--- src/rtl/l1_word_cache.sv ---
// l1_word_cache: direct-mapped, write-through, no-write-allocate cache of
// NUM_LINES one-word lines placed in front of a variable-latency backing memory.
//
// Ports:
//   clk, rst_n           clock; synchronous active-low reset
//   mem_read/mem_write   CPU request, held by the requester until mem_resp
//   mem_byte_enable      CPU write byte lanes
//   mem_address          CPU byte address; bits [1:0] are ignored
//   mem_wdata            CPU write data
//   mem_rdata            CPU read data, held between responses
//   mem_resp             one-cycle completion pulse
//   pmem_*               backing-memory request (held until pmem_resp) and response
module l1_word_cache #(
  parameter int unsigned NUM_LINES = 8
) (
  input  logic        clk,
  input  logic        rst_n,
  input  logic        mem_read,
  input  logic        mem_write,
  input  logic [3:0]  mem_byte_enable,
  input  logic [31:0] mem_address,
  input  logic [31:0] mem_wdata,
  output logic [31:0] mem_rdata,
  output logic        mem_resp,
  output logic        pmem_read,
  output logic        pmem_write,
  output logic [31:0] pmem_address,
  output logic [31:0] pmem_wdata,
  output logic [3:0]  pmem_byte_enable,
  input  logic [31:0] pmem_rdata,
  input  logic        pmem_resp
);

  localparam int unsigned IDXW = $clog2(NUM_LINES);
  localparam int unsigned TAGW = 30 - IDXW;

  typedef enum logic [1:0] {IDLE, FILL, WRITE, RESP} state_e;

  state_e state_q, state_d;

  logic            valid_q [NUM_LINES];
  logic [TAGW-1:0] tag_q   [NUM_LINES];
  logic [31:0]     data_q  [NUM_LINES];

  logic [31:0] mem_rdata_q, mem_rdata_d;
  logic        mem_resp_q;
  logic        pmem_read_q, pmem_write_q;
  logic [31:0] pmem_address_q, pmem_wdata_q;
  logic [3:0]  pmem_be_q;

  // Masking the byte offset keeps the whole address in use while ignoring bits [1:0].
  logic [31:0]     word_addr;
  logic [IDXW-1:0] idx;
  logic [TAGW-1:0] tag;
  logic            hit;
  logic            fill_we;
  logic            upd_we;

  assign word_addr = mem_address & 32'hFFFF_FFFC;
  assign idx       = word_addr[IDXW+1:2];
  assign tag       = word_addr[31:IDXW+2];
  assign hit       = valid_q[idx] && (tag_q[idx] == tag);

  // Next-state and line-update decode.
  always_comb begin
    state_d     = state_q;
    mem_rdata_d = mem_rdata_q;
    fill_we     = 1'b0;
    upd_we      = 1'b0;
    unique case (state_q)
      IDLE: begin
        if (mem_write) begin
          state_d = WRITE;
        end else if (mem_read) begin
          if (hit) begin
            state_d     = RESP;
            mem_rdata_d = data_q[idx];
          end else begin
            state_d = FILL;
          end
        end
      end
      FILL: begin
        if (pmem_resp) begin
          state_d     = RESP;
          mem_rdata_d = pmem_rdata;
          fill_we     = 1'b1;
        end
      end
      WRITE: begin
        if (pmem_resp) begin
          state_d = RESP;
          upd_we  = hit;
        end
      end
      RESP: state_d = IDLE;
      default: state_d = IDLE;
    endcase
  end

  // State, valid bits and registered outputs; outputs follow the state being entered.
  always_ff @(posedge clk) begin
    if (!rst_n) begin
      state_q        <= IDLE;
      mem_rdata_q    <= 32'h0;
      mem_resp_q     <= 1'b0;
      pmem_read_q    <= 1'b0;
      pmem_write_q   <= 1'b0;
      pmem_address_q <= 32'h0;
      pmem_wdata_q   <= 32'h0;
      pmem_be_q      <= 4'h0;
      for (int i = 0; i < NUM_LINES; i++) valid_q[i] <= 1'b0;
    end else begin
      state_q        <= state_d;
      mem_rdata_q    <= mem_rdata_d;
      mem_resp_q     <= (state_d == RESP);
      pmem_read_q    <= (state_d == FILL);
      pmem_write_q   <= (state_d == WRITE);
      pmem_address_q <= ((state_d == FILL) || (state_d == WRITE)) ? word_addr : 32'h0;
      pmem_wdata_q   <= (state_d == WRITE) ? mem_wdata : 32'h0;
      pmem_be_q      <= (state_d == WRITE) ? mem_byte_enable : 4'h0;
      if (fill_we) valid_q[idx] <= 1'b1;
    end
  end

  // Tag/data arrays carry no reset; the valid bits qualify them.
  always_ff @(posedge clk) begin
    if (rst_n && fill_we) begin
      tag_q[idx]  <= tag;
      data_q[idx] <= pmem_rdata;
    end else if (rst_n && upd_we) begin
      for (int b = 0; b < 4; b++) begin
        if (mem_byte_enable[b]) data_q[idx][8*b +: 8] <= mem_wdata[8*b +: 8];
      end
    end
  end

  assign mem_rdata        = mem_rdata_q;
  assign mem_resp         = mem_resp_q;
  assign pmem_read        = pmem_read_q;
  assign pmem_write       = pmem_write_q;
  assign pmem_address     = pmem_address_q;
  assign pmem_wdata       = pmem_wdata_q;
  assign pmem_byte_enable = pmem_be_q;

endmodule

--- config.mk ---
export PLATFORM = sky130hd
export DESIGN_NAME = l1_word_cache
export DESIGN_NICKNAME = d
export VERILOG_FILES = /design/src/rtl/l1_word_cache.sv
export SDC_FILE = /design/constraint.sdc
export NUM_CORES = 1
export LEC_CHECK = 0
export CORE_MARGIN = 2
export CORE_UTILIZATION = 50
export CTS_BUF_LIST = sky130_fd_sc_hd__clkbuf_4
export DETAILED_ROUTE_END_ITERATION = 10
export PLACE_DENSITY = 0.76
export RECOVER_POWER = 100
export SKIP_LAST_GASP = 1
export SLEW_MARGIN = 20
export SYNTH_ARGS = -nofsm -noshare
export SYNTH_HDL_FRONTEND = slang
export SYNTH_SLANG_ARGS = --single-unit
--- constraint.sdc ---
create_clock -name clk -period 7.01 [get_ports clk]
set_input_delay 2.103 -clock clk [delete_from_list [all_inputs] [get_ports clk]]
set_output_delay 2.103 -clock clk [all_outputs]
set_load 0.02 [all_outputs]
==> reports/results.tsv, run 1 <==
metric	value	unit
critPathLaunchType	input port	
yosys_cell_types	60	
async_reset_ff_frac	0	
worst_r2r_path_depth	10	
io-pin-count	208	
dieWidth	221	um
detail_route.first_pass.iterations	8	
die_y	221	um
max-vdd-ir-drop	224	uV
largest_net_degree_at_the_start_of_global_routing	111	
area_of_the_placeable_core	0.0465	sq mm
drt_first_iter_violations	1974	
synthesis.area_per_instance	15.4	sq um
route.detailed.wl_per_inst	22.8	um
post-synth-top-area-cell	sky130_fd_sc_hd__edfxtp_1	
setup_tns	0	ns
hold_buffers	0	
timing.hold.worst_path_depth	1	
worstHoldEndpoint	valid_q[1]$_DFF_P_	
multiInputGateArea	0.00656	sq mm
failed_checks	max-capacitance violations, max-slew violations	
timing.clock.skew	0.0569	ns
fillerInstances	3474	
period_share	0.849	
tightest_slew	2.56	ns
most-common-layout-cells	sky130_fd_sc_hd__edfxtp_1 (472), sky130_fd_sc_hd__clkbuf_4 (230), sky130_fd_sc_hd__dlygate4sd3_1 (129), sky130_fd_sc_hd__dfxtp_1 (111), sky130_fd_sc_hd__mux2i_1 (95)	
grt_util_all_layers	0.241	
clock_latency	0.98	ns
std_cell_rows	79	
hold_viol_final	0	
synth_top_flop_cell	sky130_fd_sc_hd__edfxtp_1	
ys_top_cells_by_area	sky130_fd_sc_hd__edfxtp_1 (60%), sky130_fd_sc_hd__dfxtp_1 (9.5%), sky130_fd_sc_hd__mux2i_1 (4.1%)	
crit_required	7.60	ns
drt-total-wl	58.5	mm
htreeDepth	4	
worst-setup-path-type	input port to flop	
period_needed	5.95	ns
yosys_warnings	0	
maxSlewHeadroom	-0.708	
timing.reg2reg.setup_slack	2.49	ns
crit-reg2reg-launch	tag_q[7][20]$_DFFE_PP_	
post_syn_instances	1530	
worst_path_max_fanout	36	
clock_tree_from_tritoncts	yes	
routed_wl_met3	5.53	mm
synth_top_area_share	0.603	
clock.fmax	0.168	GHz
top_layer	met4	
timing.hold.worst.start	valid_q[1]$_DFF_P_	
rr_endpoint	data_q[5][17]$_DFFE_PP_	
hold_path_class	flop to flop	
grt_antenna_before_repair	2	
globalRoute.totalOverflow	0	
power_per_cell_area	298	mW/mm^2
synth_seq_cells	583	
total_leakage_power	0.0101	uW
grt_setup_unrepaired	false	
number_of_setup_violations_in_the_final_report	0	
final-seq-area	0.0164	sq mm
vias_post_dr	15150	
place.detailed.hpwl	35.9	mm
root_buffer	sky130_fd_sc_hd__clkbuf_4	
port_buffers	203	
ys_seq_area_frac	0.698	
run_status	complete, but fails checks	
clk_pin_slew_worst_paths	0.06	ns
post_cts_resized	0	
crit_path_end_kind	flop	
grt_pass1_vias	15059	
final.setup.worst_slack	1.06	ns
layout_commonest_cell	sky130_fd_sc_hd__edfxtp_1	
final_layout_size_suffix_gt1_frac	0.195	
floorplan.die_area	0.0488	sq mm
timing.max_cap.violations	5	
vias_per_cell	5.90	
flow.area_growth_from_synthesis	20.0	%
wl_met1	23.9	mm
placement.setup.worst_slack	0.847	ns
cts_inserted_buffers	148	
initial_core_util	0.506	
tritoncts_num_sinks	583	
synth-edff-count	472	
cts_setup_buffers	0	
wl_met2	27.6	mm
postRouteAntennaNets	0	
p_total	8390	uW
netlist_area	0.0235	sq mm
grt_first_pass_wirelength	86.9	mm
gp_congestion	0.838	
crit_arrival	6.54	ns
route.detailed.drc	0	
slew_viol_final	163	
cts-root-to-sink-buffers	3	
design.final.nets	1956	
[synthesized netlist by cell type (39+ instances only)]
cell                       number
sky130_fd_sc_hd__a21oi_1       82
sky130_fd_sc_hd__dfxtp_1      111
sky130_fd_sc_hd__clkbuf_1      72
sky130_fd_sc_hd__mux2i_1       96
sky130_fd_sc_hd__mux4_2        39
sky130_fd_sc_hd__nand2_1       43
sky130_fd_sc_hd__and3_1        44
sky130_fd_sc_hd__nor2_1        46
sky130_fd_sc_hd__nand3_1       62
sky130_fd_sc_hd__edfxtp_1     472
sky130_fd_sc_hd__a21o_1        42
sky130_fd_sc_hd__mux2_2        50
[routing by layer]
| metal | vias to the layer above | GRT usage |
|---|---|---|
| met1 | 7482 | 0.323 |
| met3 | 100 | 0.0608 |
| li1 | 6763 | - |
| met5 | - | 0 |
| met2 | 805 | 0.379 |
| met4 | 0 | 0.0949 |
[through the flow]
stage	area (sq um)	instances	utilization	hold WS, ns
2_1_floorplan	23500	1531	-	0.421
3_3_place_gp	26400	2300	0.569	0.428
3_5_place_dp	26500	2301	0.569	0.440
4_1_cts	28400	2566	0.612	0.460
5_1_grt	28200	2569	0.607	0.478
6_report	28200	2569	0.607	0.459
[how the worst max path moves through the flow]
| stage | start | end | slack [ns] | cells past startpoint |
|---|---|---|---|---|
| global route | mem_address[2] | data_q[5][13]$_DFFE_PP_ | 0.83 | 12 |
| CTS | mem_address[3] | pmem_address[25]$_SDFF_PN0_ | 1.85 | 14 |
| global placement | mem_address[2] | pmem_address[21]$_SDFF_PN0_ | 0.95 | 15 |
| floorplan | mem_address[4] | tag_q[6][0]$_DFFE_PP_ | 1.24 | 9 |
| detailed placement | mem_address[3] | pmem_address[25]$_SDFF_PN0_ | 0.85 | 14 |
| finish | mem_address[3] | data_q[5][17]$_DFFE_PP_ | 1.06 | 11 |
[sequential cells by signal, summed over array words and instances (netlist names)]
name,count
mem_resp,1
pmem_wdata,32
mem_rdata,32
pmem_read,1
pmem_byte_enable,4
valid_q,8
pmem_address,30
state_q,2
pmem_write,1
data_q,256
tag_q,216
[cell families (layout without fill, tap and decap cells)]
group	Yosys count	in the layout	share of synthesized area
AO/OA/AOI/OAI	303	303	0.0890
buffers and inverters	120	548	0.0220
other	1	5	0.000160
AND/OR/NAND/NOR	290	290	0.0673
adder cells (fa/ha/maj)	7	7	0.00373
XOR/XNOR	17	17	0.00634
multiplexers	209	209	0.114
flip-flops	583	583	0.698
[cell type report]
class | instances | area share
Clock buffer | 230 | 0.0612
Clock inverter | 35 | 0.00852
Sequential cell | 583 | 0.581
Inverter | 8 | 0.00106
Multi-Input combinational cell | 828 | 0.233
Antenna cell | 3 | 0.000266
Tap cell | 607 | 0.0269
Timing Repair Buffer | 275 | 0.0878
[where the power goes]
part	internal, uW	switching (uW)	total, uW
Combinational	557	868	1420
Sequential	3930	87.1	4020
Clock	1600	1350	2950
Total	6090	2300	8390
[worst max-delay path: stages]
cell and delay, ns:
sky130_fd_sc_hd__buf_4 0.29, sky130_fd_sc_hd__nor2b_1 0.63, sky130_fd_sc_hd__nand2_1 0.17, sky130_fd_sc_hd__a31o_2 0.27
sky130_fd_sc_hd__a2111oi_0 0.87, sky130_fd_sc_hd__nand4b_1 0.17, sky130_fd_sc_hd__nor4_1 0.50, sky130_fd_sc_hd__buf_12 0.26
sky130_fd_sc_hd__nand3_1 0.32, sky130_fd_sc_hd__a21oi_1 0.24, sky130_fd_sc_hd__clkbuf_1 0.64
Note: power is estimated with default switching activity, not from simulation.
==> run 2: changes to the inputs <==
Settings changed: PLACE_DENSITY 0.76 to 0.78.
Clock period 7.01 ns to 5.45 ns, I/O delays scaled along.
==> run 2 against run 1 <==
  * Power grew 29%
  * Critical endpoint is now data_q[7][23]$_DFFE_PP_
  * Worst setup slack lost 0.46 ns
  * Non-clock buffer count grew 25
  * The flow still finishes with violations (max-capacitance violations, max-slew violations)
  * Via count grew 0.91%
  * Worst hold slack lost 0.0066 ns
  * Global-route usage grew 0.099 points
  * Sequential power grew 29%
==> reports/results.tsv, run 2 (synthesized netlist as in run 1, its figures left out) <==
metric	value	unit	change
rr_endpoint	tag_q[6][20]$_DFFE_PP_		
grt_first_pass_wirelength	87.5	mm	+0.78%
grt_util_all_layers	0.242		+0.000987
tritoncts_num_sinks	583		unchanged
reg.largest.list	data_q (256), tag_q (216)		
cts_inserted_buffers	145		-2.0%
slew_viol_final	273		+67%
cts-root-to-sink-buffers	3		unchanged
setup_tns	0	ns	unchanged
gp_congestion	0.871		+4.0%
worst_path_max_fanout	27		-25%
busiest_layer	met2		
clock_latency	0.96	ns	-0.02 ns
period_needed	4.85	ns	
maxSlewHeadroom	-0.503		+0.205
grt_use_met1	0.322		-0.000859
number_of_setup_violations_in_the_final_report	0		unchanged
floorplan.die_area	0.0488	sq mm	unchanged
tightest_slew	2.25	ns	-0.307 ns
crit_arrival	5.41	ns	-1.13 ns
port_buffers	203		unchanged
drt_first_iter_violations	1880		-4.8%
largest_reg_flops	256		unchanged
worst-setup-path-type	input port to flop		
total_leakage_power	0.0102	uW	+0.48%
area_of_the_placeable_core	0.0465	sq mm	unchanged
route.detailed.drc	0		unchanged
placedCellCount	2326		+1.1%
timing.hold.worst_path_depth	1		unchanged
vias_per_cell	5.90		about the same
htreeDepth	4		unchanged
failed_checks	max-capacitance violations, max-slew violations		
clock_tree_from_tritoncts	yes		
flow.area_growth_from_synthesis	20.3	%	
vias_post_dr	15288		+0.91%
grt_pass1_vias	15094		+0.23%
hold_path_class	flop to flop		
timing.hold.worst.start	valid_q[3]$_DFF_P_		
detail_route.first_pass.iterations	6		-2
crit_required	6.01	ns	-1.59 ns
period_share	0.890		
power_per_cell_area	383	mW/mm^2	+29%
grtUsageMet3	0.0628		+0.00206
grt_antenna_before_repair	1		-1
globalRoute.totalOverflow	0		unchanged
post_cts_resized	0		unchanged
fillerInstances	3468		-0.17%
crit_path_end_kind	flop		
dieWidth	221	um	unchanged
critPathLaunchType	input port		
global_route.usage.met2	0.374		-0.00521
regMostFlops	data_q		
finalNonFillerCells	2591		+0.86%
timing.reg2reg.setup_slack	1.32	ns	-1.17 ns
grt_setup_unrepaired	false		
drt-total-wl	58.5	mm	about the same
timing.clock.skew	0.0813	ns	+0.0244 ns
finish.utilization	0.609		+0.00175
die_y	221	um	unchanged
final_layout_size_suffix_gt1_frac	0.192		-0.00337
std_cell_rows	79		unchanged
initial_core_util	0.506		unchanged
max-vdd-ir-drop	342	uV	+52%
route.detailed.wl_per_inst	22.6	um	-0.84%
dpl_cell_area	0.0266	sq mm	+0.60%
postRouteAntennaNets	0		unchanged
layout_commonest_cell	sky130_fd_sc_hd__edfxtp_1		
place.detailed.hpwl	36.9	mm	+2.8%
multiInputGateArea	0.00657	sq mm	about the same
design.final.nets	1978		+1.1%
worstHoldEndpoint	valid_q[3]$_DFF_P_		
clk_pin_slew_worst_paths	0.06	ns	about the same
timing.max_cap.violations	9		+4
hold_buffers	0		unchanged
finalInstanceArea	0.0283	sq mm	+0.29%
io-pin-count	208		unchanged
most-common-layout-cells	sky130_fd_sc_hd__edfxtp_1 (472), sky130_fd_sc_hd__clkbuf_4 (220), sky130_fd_sc_hd__dlygate4sd3_1 (129), sky130_fd_sc_hd__dfxtp_1 (111), sky130_fd_sc_hd__mux2i_1 (95)		
run_status	complete, but fails checks		
largest_net_degree_at_the_start_of_global_routing	112		+0.90%
worst_r2r_path_depth	6		-4
cts_setup_buffers	0		unchanged
root_buffer	sky130_fd_sc_hd__clkbuf_4		
crit-reg2reg-launch	state_q[1]$_SDFF_PN0_		
clock.fmax	0.206	GHz	
hold_ws	0.452	ns	-0.00664 ns
final-seq-area	0.0164	sq mm	unchanged
hold_viol_final	0		unchanged
## run 2: area by class of cell
| cell class | instances | share of cell area |
|---|---|---|
| tap | 607 | 0.0269 |
| timing repair buffer | 300 | 0.0907 |
| inverter | 8 | 0.00106 |
| multi-input combinational | 828 | 0.232 |
| antenna | 1 | 0.0000885 |
| clock buffer | 218 | 0.0579 |
| sequential | 583 | 0.580 |
| clock inverter | 46 | 0.0113 |
## run 2: critical path, stage by stage
cell,delay (ns)
sky130_fd_sc_hd__buf_4,0.34
sky130_fd_sc_hd__nor2b_1,0.67
sky130_fd_sc_hd__a22oi_1,0.24
sky130_fd_sc_hd__a21o_1,0.23
sky130_fd_sc_hd__a221oi_1,0.28
sky130_fd_sc_hd__nand3_1,0.11
sky130_fd_sc_hd__nor4_1,0.28
sky130_fd_sc_hd__buf_4,0.27
sky130_fd_sc_hd__buf_4,0.18
sky130_fd_sc_hd__nand3_1,0.29
sky130_fd_sc_hd__a21oi_1,0.25
sky130_fd_sc_hd__clkbuf_1,0.59
## run 2: worst max path at each step
stage,from,end,cells past startpoint
floorplan,mem_address[4],tag_q[6][0]$_DFFE_PP_,9
global placement,mem_address[2],pmem_address[23]$_SDFF_PN0_,15
detailed placement,mem_address[2],pmem_address[11]$_SDFF_PN0_,15
CTS,mem_address[2],pmem_address[23]$_SDFF_PN0_,15
global route,mem_address[2],pmem_address[23]$_SDFF_PN0_,15
finish,mem_address[3],data_q[7][23]$_DFFE_PP_,12
## run 2: routing by layer
metal  up-vias  wire, um
li1       6812         -
met4         0      1790
met5         -         0
met2       890     27100
met1      7459     23300
met3       127      6250
## run 2: per-stage QoR
step | setup WS, ns | total power, uW
finish | 0.598 | 10800
CTS | 1.06 | 11000
global placement | 0.190 | 7190
floorplan | 0.144 | 6310
global route | 0.351 | 11300
detailed placement | 0.0597 | 7240
## run 2: where the power goes
part / internal (uW) / switching (uW)
Sequential: 5060 / 114
Clock: 2040 / 1760
Combinational: 732 / 1130
Total: 7830 / 3010
==> run 3: changes to the inputs <==
Settings changed: CTS_CLUSTER_DIAMETER set to 50.
==> run 3 against run 2 <==
  * Combinational power about the same
  * Maximum frequency decreased by 0.69%
  * Global-route usage about the same
  * Power decreased by 0.26%
  * The flow still finishes with violations (max-capacitance violations, max-slew violations)
  * Sequential share of layout area about the same
==> reports/results.tsv, run 3 (synthesized netlist as in run 1, its figures left out) <==
metric	value	unit	change
globalRoute.totalOverflow	0		unchanged
grt_pass1_vias	15126		+0.21%
route.detailed.drc	0		unchanged
finalNonFillerCells	2596		+0.19%
hold_ws	0.455	ns	+0.00269 ns
final-seq-area	0.0164	sq mm	unchanged
clock.fmax	0.205	GHz	-0.69%
grt_util_all_layers	0.242		about the same
fillerInstances	3459		-0.26%
routed_wl_met3	6.00	mm	-4.0%
vias_post_dr	15450		+1.1%
htreeDepth	4		unchanged
crit_path_start	mem_address[3]		
clock_latency	0.98	ns	+0.02 ns
initial_core_util	0.506		unchanged
run_status	complete, but fails checks		
power_per_cell_area	382	mW/mm^2	-0.26%
regMostFlops	data_q		
vias_per_cell	5.95		+0.87%
crit-reg2reg-launch	state_q[1]$_SDFF_PN0_		
timing.critical_path.to	data_q[7][21]$_DFFE_PP_		
clock_tree_from_tritoncts	yes		
placement.setup.worst_slack	0.0597	ns	unchanged
area_of_the_placeable_core	0.0465	sq mm	unchanged
postRouteAntennaNets	0		unchanged
wl_met1	23.7	mm	+1.6%
io-pin-count	208		unchanged
hold_path_class	flop to flop		
crit_arrival	5.45	ns	+0.04 ns
timing.clock.skew	0.0899	ns	+0.00852 ns
final_layout_size_suffix_gt1_frac	0.192		+0.000407
route.detailed.wl_per_inst	22.6	um	+0.26%
tritoncts_num_sinks	583		unchanged
dieWidth	221	um	unchanged
multiInputGateArea	0.00657	sq mm	unchanged
post_cts_resized	0		unchanged
tightest_slew	2.29	ns	+0.0390 ns
grt_antenna_before_repair	2		+1
root_buffer	sky130_fd_sc_hd__clkbuf_4		
most-common-layout-cells	sky130_fd_sc_hd__edfxtp_1 (472), sky130_fd_sc_hd__clkbuf_4 (222), sky130_fd_sc_hd__dlygate4sd3_1 (129), sky130_fd_sc_hd__dfxtp_1 (111), sky130_fd_sc_hd__mux2i_1 (95)		
gp_congestion	0.871		unchanged
crit_required	6.01	ns	about the same
maxSlewHeadroom	-0.529		-0.0260
placedCellCount	2326		unchanged
design.final.nets	1979		+0.051%
detail_route.first_pass.iterations	8		+2
failed_checks	max-capacitance violations, max-slew violations		
cts_inserted_buffers	146		+0.69%
flow.area_growth_from_synthesis	20.3	%	about the same
top_layer	met4		
period_needed	4.89	ns	+0.0337 ns
max-vdd-ir-drop	271	uV	-21%
largest_reg_flops	256		unchanged
layout_commonest_cell	sky130_fd_sc_hd__edfxtp_1		
setup_tns	0	ns	unchanged
hold_buffers	0		unchanged
number_of_setup_violations_in_the_final_report	0		unchanged
clk_pin_slew_worst_paths	0.06	ns	about the same
hold_viol_final	0		unchanged
port_buffers	203		unchanged
wl_met2	27.3	mm	+0.41%
cts-root-to-sink-buffers	3		unchanged
drt_first_iter_violations	2005		+6.6%
total_leakage_power	0.0102	uW	-0.17%
reg.largest.list	data_q (256), tag_q (216)		
floorplan.die_area	0.0488	sq mm	unchanged
crit_path_end_kind	flop		
worst_path_max_fanout	27		unchanged
cts_setup_buffers	0		unchanged
slew_viol_final	273		unchanged
place.detailed.hpwl	36.9	mm	unchanged
worst-setup-path-type	input port to flop		
std_cell_rows	79		unchanged
drt-total-wl	58.8	mm	+0.46%
timing.max_cap.violations	9		unchanged
timing.reg2reg.setup_slack	1.27	ns	-0.05 ns
critPathLaunchType	input port		
timing.hold.worst_path_depth	1		unchanged
rr_endpoint	tag_q[5][16]$_DFFE_PP_		
grt_setup_unrepaired	false		
grt_first_pass_wirelength	87.6	mm	about the same
die_y	221	um	unchanged
largest_net_degree_at_the_start_of_global_routing	112		unchanged
worst_r2r_path_depth	6		unchanged
period_share	0.896		+0.00618
final.setup.worst_slack	0.564	ns	-0.0337 ns
-- run 3: cell count changes in the layout (fill, tap and decap cells not counted), sizes merged --
cell | before | now
clkbuf | 277 | 279
bufinv | 4 | 3
inv | 13 | 10
diode | 1 | 5
clkinvlp | 0 | 3
-- run 3: worst min path at each step --
stage / end / slack [ns] / from
finish: valid_q[7]$_DFF_P_ / 0.45 / valid_q[7]$_DFF_P_
global route: valid_q[7]$_DFF_P_ / 0.46 / valid_q[7]$_DFF_P_
global placement: valid_q[4]$_DFF_P_ / 0.43 / valid_q[4]$_DFF_P_
floorplan: valid_q[4]$_DFF_P_ / 0.42 / valid_q[4]$_DFF_P_
detailed placement: valid_q[3]$_DFF_P_ / 0.44 / valid_q[3]$_DFF_P_
CTS: valid_q[3]$_DFF_P_ / 0.45 / valid_q[3]$_DFF_P_
-- run 3: per-layer routing --
| layer | global-route usage | vias up |
|---|---|---|
| met3 | 0.0612 | 131 |
| met5 | 0 | - |
| met1 | 0.322 | 7579 |
| li1 | - | 6835 |
| met4 | 0.111 | 0 |
| met2 | 0.376 | 905 |
-- run 3: stage by stage --
stage | instance area [sq um] | power (uW) | util
6_report | 28300 | 10800 | 0.609
5_1_grt | 28300 | 11200 | 0.609
4_1_cts | 28600 | 11000 | 0.615
3_5_place_dp | 26600 | 7240 | 0.573
3_3_place_gp | 26600 | 7190 | 0.573
2_1_floorplan | 23500 | 6310 | -
-- run 3: worst max-delay path: stages --
cell and delay (ns):
sky130_fd_sc_hd__buf_4 0.35, sky130_fd_sc_hd__nor2b_1 0.66, sky130_fd_sc_hd__a22oi_1 0.24, sky130_fd_sc_hd__a21o_1 0.23
sky130_fd_sc_hd__a221oi_1 0.28, sky130_fd_sc_hd__nand3_1 0.11, sky130_fd_sc_hd__nor4_1 0.28, sky130_fd_sc_hd__buf_4 0.27
sky130_fd_sc_hd__buf_4 0.18, sky130_fd_sc_hd__nand3_1 0.30, sky130_fd_sc_hd__a21oi_1 0.25, sky130_fd_sc_hd__clkbuf_1 0.60
-- run 3: final cells by class --
type | instances | area share
sequential | 583 | 0.580
inverter | 8 | 0.00106
tap | 607 | 0.0269
timing repair buffer | 300 | 0.0907
multi-input combinational | 828 | 0.232
clock inverter | 45 | 0.0105
antenna | 5 | 0.000442
clock buffer | 220 | 0.0584
-- run 3: power by group --
part | internal (uW) | switching [uW] | total (uW)
Sequential | 5060 | 115 | 5170
Combinational | 732 | 1130 | 1870
Clock | 2000 | 1760 | 3760
